`config.mk`:
```
export PLATFORM = sky130hd
export DESIGN_NAME = rom_streamer_flat
export DESIGN_NICKNAME = d
export VERILOG_FILES = /design/src/rtl/rom_streamer_pkg.sv /design/src/rtl/rom_streamer_if.sv /design/src/rtl/rom_streamer_stream_fifo2.sv /design/src/rtl/rom_streamer.sv /design/src/flat_wrapper.sv
export SDC_FILE = /design/constraint.sdc
export NUM_CORES = 1
export LEC_CHECK = 0
export ABC_CLOCK_PERIOD_IN_PS = 2000
export CAP_MARGIN = 25
export CORE_MARGIN = 10
export CORE_UTILIZATION = 47
export CTS_BUF_LIST = sky130_fd_sc_hd__clkbuf_8
export CTS_CLUSTER_DIAMETER = 150
export DETAILED_ROUTE_END_ITERATION = 10
export HOLD_SLACK_MARGIN = 0.02
export PLACE_DENSITY = 0.75
export REMOVE_ABC_BUFFERS = 1
export SETUP_SLACK_MARGIN = 0.1
export SLEW_MARGIN = 20
export SYNTH_ARGS = -nofsm -noshare
export SYNTH_HDL_FRONTEND = slang
export SYNTH_SLANG_ARGS = --single-unit
```
`constraint.sdc`:
```
create_clock -name clk_i -period 2 [get_ports clk_i]
set_input_delay 0.4 -clock clk_i [delete_from_list [all_inputs] [get_ports clk_i]]
set_output_delay 0.4 -clock clk_i [all_outputs]
set_load 0.1 [all_outputs]
```
`src/rtl/rom_streamer_pkg.sv`:
```
// Shared types and sizing for the ROM read-side streamer.
// The buffer depth is what lets the stream run at one word per cycle despite the ROM latency.
package rom_streamer_pkg;

  typedef enum logic [1:0] {
    IDLE  = 2'd0,
    RUN   = 2'd1,
    DRAIN = 2'd2
  } state_t;

  localparam int unsigned BUF_DEPTH = 2;

endpackage

```
`src/rtl/rom_streamer_if.sv`:
```
// Output word stream of the ROM streamer: valid/ready handshake with last-beat flag.
interface rom_streamer_if
  import rom_streamer_pkg::*;
#(
  parameter int DATA_WIDTH = 8
);
  logic [DATA_WIDTH-1:0] m_data_o;
  logic                  m_valid_o;
  logic                  m_last_o;
  logic                  m_ready_i;

  modport master (output m_data_o, m_valid_o, m_last_o, input m_ready_i);
  modport slave  (input m_data_o, m_valid_o, m_last_o, output m_ready_i);
endinterface

```
`src/rtl/rom_streamer_stream_fifo2.sv`:
```
// Two-entry FIFO; entry e0 is always the head, so the output data, last and valid all come straight from flops.
// A write and a pop may happen in the same cycle at any fill level.
module stream_fifo2
  import rom_streamer_pkg::*;
#(
  parameter int W = 8
) (
  input  logic         clk_i,
  input  logic         rst_n_i,
  input  logic         wr_en,
  input  logic [W-1:0] wr_data,
  input  logic         wr_last,
  input  logic         rd_en,
  output logic [W-1:0] head_data,
  output logic         head_last,
  output logic         head_vld,
  output logic [1:0]   fill
);
  localparam int CW = $clog2(BUF_DEPTH + 1);

  typedef struct packed {
    logic         last;
    logic [W-1:0] data;
  } ent_t;

  ent_t          e0, e1, din;
  logic [CW-1:0] cnt, cnt_nxt;
  logic          pop;

  assign din = '{last: wr_last, data: wr_data};
  assign pop = rd_en && (cnt != '0);

  always_comb begin
    cnt_nxt = cnt + CW'(wr_en) - CW'(pop);
  end

  always_ff @(posedge clk_i) begin
    if (!rst_n_i) begin
      e0       <= '0;
      e1       <= '0;
      cnt      <= '0;
      head_vld <= 1'b0;
    end else begin
      cnt      <= cnt_nxt;
      head_vld <= (cnt_nxt != '0);
      case ({wr_en, pop})
        2'b11: begin
          if (cnt == CW'(1)) e0 <= din;
          else begin
            e0 <= e1;
            e1 <= din;
          end
        end
        2'b01: begin
          // Emptying pop keeps the data but drops last, so last never shows without a live word.
          if (cnt == CW'(BUF_DEPTH)) e0 <= e1;
          else                       e0.last <= 1'b0;
        end
        2'b10: begin
          if (cnt == '0) e0 <= din;
          else           e1 <= din;
        end
        default: ;
      endcase
    end
  end

  assign head_data = e0.data;
  assign head_last = e0.last;
  assign fill      = 2'(cnt);

endmodule

```
`src/rtl/rom_streamer.sv`:
```
// Walks ROM addresses base..base+len-1 and streams each word out with a last flag.
// The ROM answers one cycle after the address, so reads are only issued when the buffer has room for the reply.
module rom_streamer
  import rom_streamer_pkg::*;
#(
  parameter int DATA_WIDTH = 8,
  parameter int ADDR_WIDTH = 8
) (
  input  logic                  clk_i,
  input  logic                  rst_n_i,
  input  logic                  start_i,
  input  logic [ADDR_WIDTH-1:0] base_i,
  input  logic [ADDR_WIDTH:0]   len_i,
  output logic                  busy_o,
  output logic                  done_o,
  output logic [ADDR_WIDTH-1:0] rom_addr_o,
  input  logic [DATA_WIDTH-1:0] rom_data_i,
  rom_streamer_if.master        m
);
  localparam int LW = ADDR_WIDTH + 1;

  state_t                  state;
  logic [ADDR_WIDTH-1:0]   addr;
  logic [LW-1:0]           remaining;
  logic                    pending;
  logic                    pend_last;
  logic                    busy;
  logic                    done;

  logic [DATA_WIDTH-1:0]   head_data;
  logic                    head_last;
  logic                    head_vld;
  logic [1:0]              fill;
  logic [2:0]              occ;
  logic                    hs;
  logic                    issue;

  assign hs  = head_vld && m.m_ready_i;
  assign occ = {1'b0, fill} + {2'b0, pending};

  // A full buffer can still take a read when a handshake frees a slot this very cycle.
  assign issue = (state == RUN) &&
                 ((occ < 3'(BUF_DEPTH)) || ((occ == 3'(BUF_DEPTH)) && hs));

  always_ff @(posedge clk_i) begin
    if (!rst_n_i) begin
      state     <= IDLE;
      addr      <= '0;
      remaining <= '0;
      pending   <= 1'b0;
      pend_last <= 1'b0;
      busy      <= 1'b0;
      done      <= 1'b0;
    end else begin
      done    <= 1'b0;
      pending <= issue;
      if (issue) begin
        addr      <= addr + 1'b1;
        remaining <= remaining - LW'(1);
        pend_last <= (remaining == LW'(1));
      end
      case (state)
        IDLE: begin
          if (start_i) begin
            if (len_i != '0) begin
              state     <= RUN;
              busy      <= 1'b1;
              addr      <= base_i;
              remaining <= len_i;
            end else begin
              done <= 1'b1;
            end
          end
        end
        RUN: begin
          if (issue && (remaining == LW'(1))) state <= DRAIN;
        end
        DRAIN: begin
          if (hs && head_last) begin
            state <= IDLE;
            busy  <= 1'b0;
            done  <= 1'b1;
          end
        end
        default: state <= IDLE;
      endcase
    end
  end

  stream_fifo2 #(.W(DATA_WIDTH)) u_fifo (
    .clk_i     (clk_i),
    .rst_n_i   (rst_n_i),
    .wr_en     (pending),
    .wr_data   (rom_data_i),
    .wr_last   (pend_last),
    .rd_en     (m.m_ready_i),
    .head_data (head_data),
    .head_last (head_last),
    .head_vld  (head_vld),
    .fill      (fill)
  );

  assign m.m_data_o  = head_data;
  assign m.m_valid_o = head_vld;
  assign m.m_last_o  = head_last;
  assign busy_o      = busy;
  assign done_o      = done;
  assign rom_addr_o  = addr;

  always_ff @(posedge clk_i) begin
    if (rst_n_i) assert (occ <= 3'(BUF_DEPTH));
  end

endmodule

```
`src/flat_wrapper.sv`:
```
// flat-port wrapper written by rule: the top's interface ports become plain ports
module rom_streamer_flat import rom_streamer_pkg::*;
#(
  parameter int DATA_WIDTH = 8,
  parameter int ADDR_WIDTH = 8
)
  (clk_i, rst_n_i, start_i, base_i, len_i, busy_o, done_o, rom_addr_o, rom_data_i, m_m_data_o, m_m_valid_o, m_m_last_o, m_m_ready_i);
  rom_streamer_if #(.DATA_WIDTH(DATA_WIDTH)) m_i ();
  input  logic clk_i;
  input  logic rst_n_i;
  input  logic start_i;
  input  logic [ADDR_WIDTH-1:0] base_i;
  input  logic [ADDR_WIDTH:0] len_i;
  output logic busy_o;
  output logic done_o;
  output logic [ADDR_WIDTH-1:0] rom_addr_o;
  input  logic [DATA_WIDTH-1:0] rom_data_i;
  output wire logic [$bits(m_i.m_data_o)-1:0] m_m_data_o;
  output wire logic [$bits(m_i.m_valid_o)-1:0] m_m_valid_o;
  output wire logic [$bits(m_i.m_last_o)-1:0] m_m_last_o;
  input wire logic [$bits(m_i.m_ready_i)-1:0] m_m_ready_i;
  assign m_m_data_o = m_i.m_data_o;
  assign m_m_valid_o = m_i.m_valid_o;
  assign m_m_last_o = m_i.m_last_o;
  assign m_i.m_ready_i = m_m_ready_i;
  rom_streamer #(.DATA_WIDTH(DATA_WIDTH), .ADDR_WIDTH(ADDR_WIDTH)) u_core (.clk_i(clk_i), .rst_n_i(rst_n_i), .start_i(start_i), .base_i(base_i), .len_i(len_i), .busy_o(busy_o), .done_o(done_o), .rom_addr_o(rom_addr_o), .rom_data_i(rom_data_i), .m(m_i));
endmodule
```
==> metrics.txt <==
Synth Area in Compound Gates 0.238; total CTS buffers 5; Clock Skew 0.00470 ns; Synth Area in Simple Gates 0.219; Async S/R FF share, synth 0; number of flops mapped to enable cells by yosys 0; Initial Utilization 0.488; max-slew violations 0; critical path arrival about 2.2 ns; CTS root buffer clkbuf_8; largest family of logic cells by synthesized area compound AO/OA/AOI/OAI gates; Worst VDD drop 0.434 mV; GP Congestion between 0.8 and 0.9; Final Cycle Share 1.01; first-pass GRT wire length roughly 11000 um; Pre-Repair DR Iteration Count 6; Pleak 1.37 nW; Via Count ~2400; Synth Flop Type dfxtp_1; Cells after Synth between 200 and 300; syn avg cell area ~9 um^2; pin count of the biggest net entering global routing 25; area leader, netlist dfxtp_1; htree depth 2; clk slew on worst S/H paths about 0.090 ns; worst reg2reg path depth 7; FF-to-FF End u_core.u_fifo.head_data[0]; drc violations 0; CTS tree yes; share of the synthesized area in the top cell type 0.382; final setup margin -0.0140 ns; Core Box Area roughly 4700 um^2; vias in the first global route ~2300; Worst-Skew Late Latency roughly 0.3 ns; die height approximately 90 um; Clock Tree Buf Depth 2; Avg Vias per Cell 5.70; xor/xnor share of the synthesized area 0.0114; status finished with violations; Fmax achieved ~500 MHz; Row Count 25; Ports 49; distinct cell type count after synthesis 50; Chip Width between 90 and 100 um; hold crit path type flop to flop; Reg2Reg Launch Point u_core.pending; Startpoint Class flop; DRT antenna net count 0; Area contributors post-synth dfxtp_1 (38%), ha_1 (6.0%), o21ai_0 (5.0%); post-synthesis register bit count 44; Netlist Area Pre-Place 2300 um^2; Routed WL about 6900 um; pre-CTS worst setup slack -0.577 ns; Worst R2R Setup Slack -0.01 ns; CP startpoint u_core.pending; # hold bufs at CTS 0; post-synthesis mux area share 0.0478; critical path endpoint category flop; worst-margin pin slew around 0.48 ns; drt wl/cell ~17 um; area of placed instances 3070 um^2; RSZ-0062 raised after global routing yes; max-cap violations 0; antenna diode count 0; hpwl dp 4880 um; Overall Global Routing Usage 0.161; NumNets Final roughly 390; antenna violations before repair 0; synth warn 0; final setup vio count 1; share of cells above drive strength 1 0.323; count leader, synth dfxtp_1; Setup TNS -0.0140 ns; Remaining Overflow, GRT 0; Final Hold Vio Count 0; crit path to u_core.u_fifo.head_data[0]; First DRT Iteration DRCs about 210; post-layout min period around 2.0 ns; area grow syn2layout 48.5%; CP Max Fanout 8; failing checks setup timing; PortBufs 48; clock sink count between 40 and 50; PwrDens 1020 nW/um^2; commonest cells in the netlist dfxtp_1 (44), o21ai_0 (23), nor3_1 (17); Synth Area in Adders 0.0597; Crit Path Class flop to flop; WP data required roughly 2.2 ns; sequential area share after synthesis 0.382; Final Cell Area around 3400 um^2; Die ar. roughly 8100 um^2; Slew headroom 0.680
-- what timing repair did --
item | CTS | global route
pin swaps | 27 | 20
gates cloned | 0 | 0
endpoints found under the setup margin | 39 | 28
gates resized for setup | 35 | 19
hold endpoints to repair | 0 | 0
buffers inserted | 4 | 4
-- flip-flops by register name, summed over array words and instances, names as in the netlist, 2 cells and up --
signal	flops
u_core.rom_addr_o	8
u_core.u_fifo.fill	2
u_core.state	2
u_core.u_fifo.head_data	8
u_core.remaining	9
u_core.u_fifo.e1	9
-- per-layer routing --
metal | global-route usage | vias to the layer above | part of all wire
met5 | 0 | - | 0
met4 | 0.0517 | 0 | 0.011
met3 | 0.0366 | 7 | 0.055
met2 | 0.275 | 75 | 0.51
met1 | 0.194 | 1130 | 0.42
li1 | - | 1166 | -
-- worst min-delay path by stage --
stage	start	to	slack, ns	depth (start not counted)
finish	u_core.busy_o	u_core.busy_o	0.49	2
global placement	u_core.pend_last	u_core.pend_last	0.47	2
detailed placement	u_core.pend_last	u_core.pend_last	0.47	2
global route	u_core.pend_last	u_core.pend_last	0.52	2
floorplan	u_core.pend_last	u_core.pend_last	0.45	2
CTS	u_core.pend_last	u_core.pend_last	0.49	2
-- layout by cell type (no fill, tap or decap), drive strengths merged, types with 2 or more instances in the layout --
cell type      count
a211oi             3
a21o               2
a21oi             13
a222oi             8
a31oi             13
a32oi              2
and2               2
and4b              2
buf               65
clkbuf             5
clkdlybuf4s50     23
clkinv             4
dfxtp             44
dlygate4sd2        5
ha                11
inv               10
mux2i             11
nand2             13
nand2b             4
nand3              3
nand3b             2
nand4              2
nor2              15
nor2b              4
nor3              17
nor3b              4
o21ai             24
o31ai              7
o41ai              2
or2                2
or3                6
or3b               3
or4                6
xnor2              2
-- worst max-delay path: stages (launching register included) --
cell,delay [ns]
dfxtp_2,0.37
buf_4,0.13
inv_1,0.10
ha_4,0.19
or3b_4,0.38
a21o_4,0.24
a222oi_1,0.39
nor3_1,0.09
-- metrics by stage --
step | std cells | util | power, mW | hold slack, ns
floorplan | 249 | - | 2.16 | 0.449
global placement | 402 | 0.651 | 2.66 | 0.468
detailed placement | 402 | 0.651 | 2.70 | 0.467
CTS | 414 | 0.699 | 3.38 | 0.489
global route | 417 | 0.725 | 3.68 | 0.518
finish | 417 | 0.725 | 3.50 | 0.490
-- report_power, final --
group          internal [mW]  total (mW)  switching [mW]
Combinational          0.717        1.81            1.09
Clock                  0.244       0.557           0.314
Sequential              1.01        1.13           0.126
Total                   1.97        3.50            1.53
-- logic make-up (layout without fill, tap and decap cells) --
logic type,Yosys count,in the layout
XOR/XNOR,3,3
adder cells (fa/ha/maj),11,11
flip-flops,44,44
multiplexers,11,11
AO/OA/AOI/OAI,81,81
AND/OR/NAND/NOR,88,88
buffers and inverters,24,112
-- layout make-up --
cell class / count / area (um^2)
clock buffers: 5 / 68.8
flip-flops and latches: 44 / 888
inverters: 11 / 41.3
repair buffers: 93 / 813
multi-input cells: 194 / 1510
clock inverters: 3 / 18.8
fillers: 356 / 1300
well taps: 67 / 83.8
No activity file was read; power rests on OpenSTA's default activity.
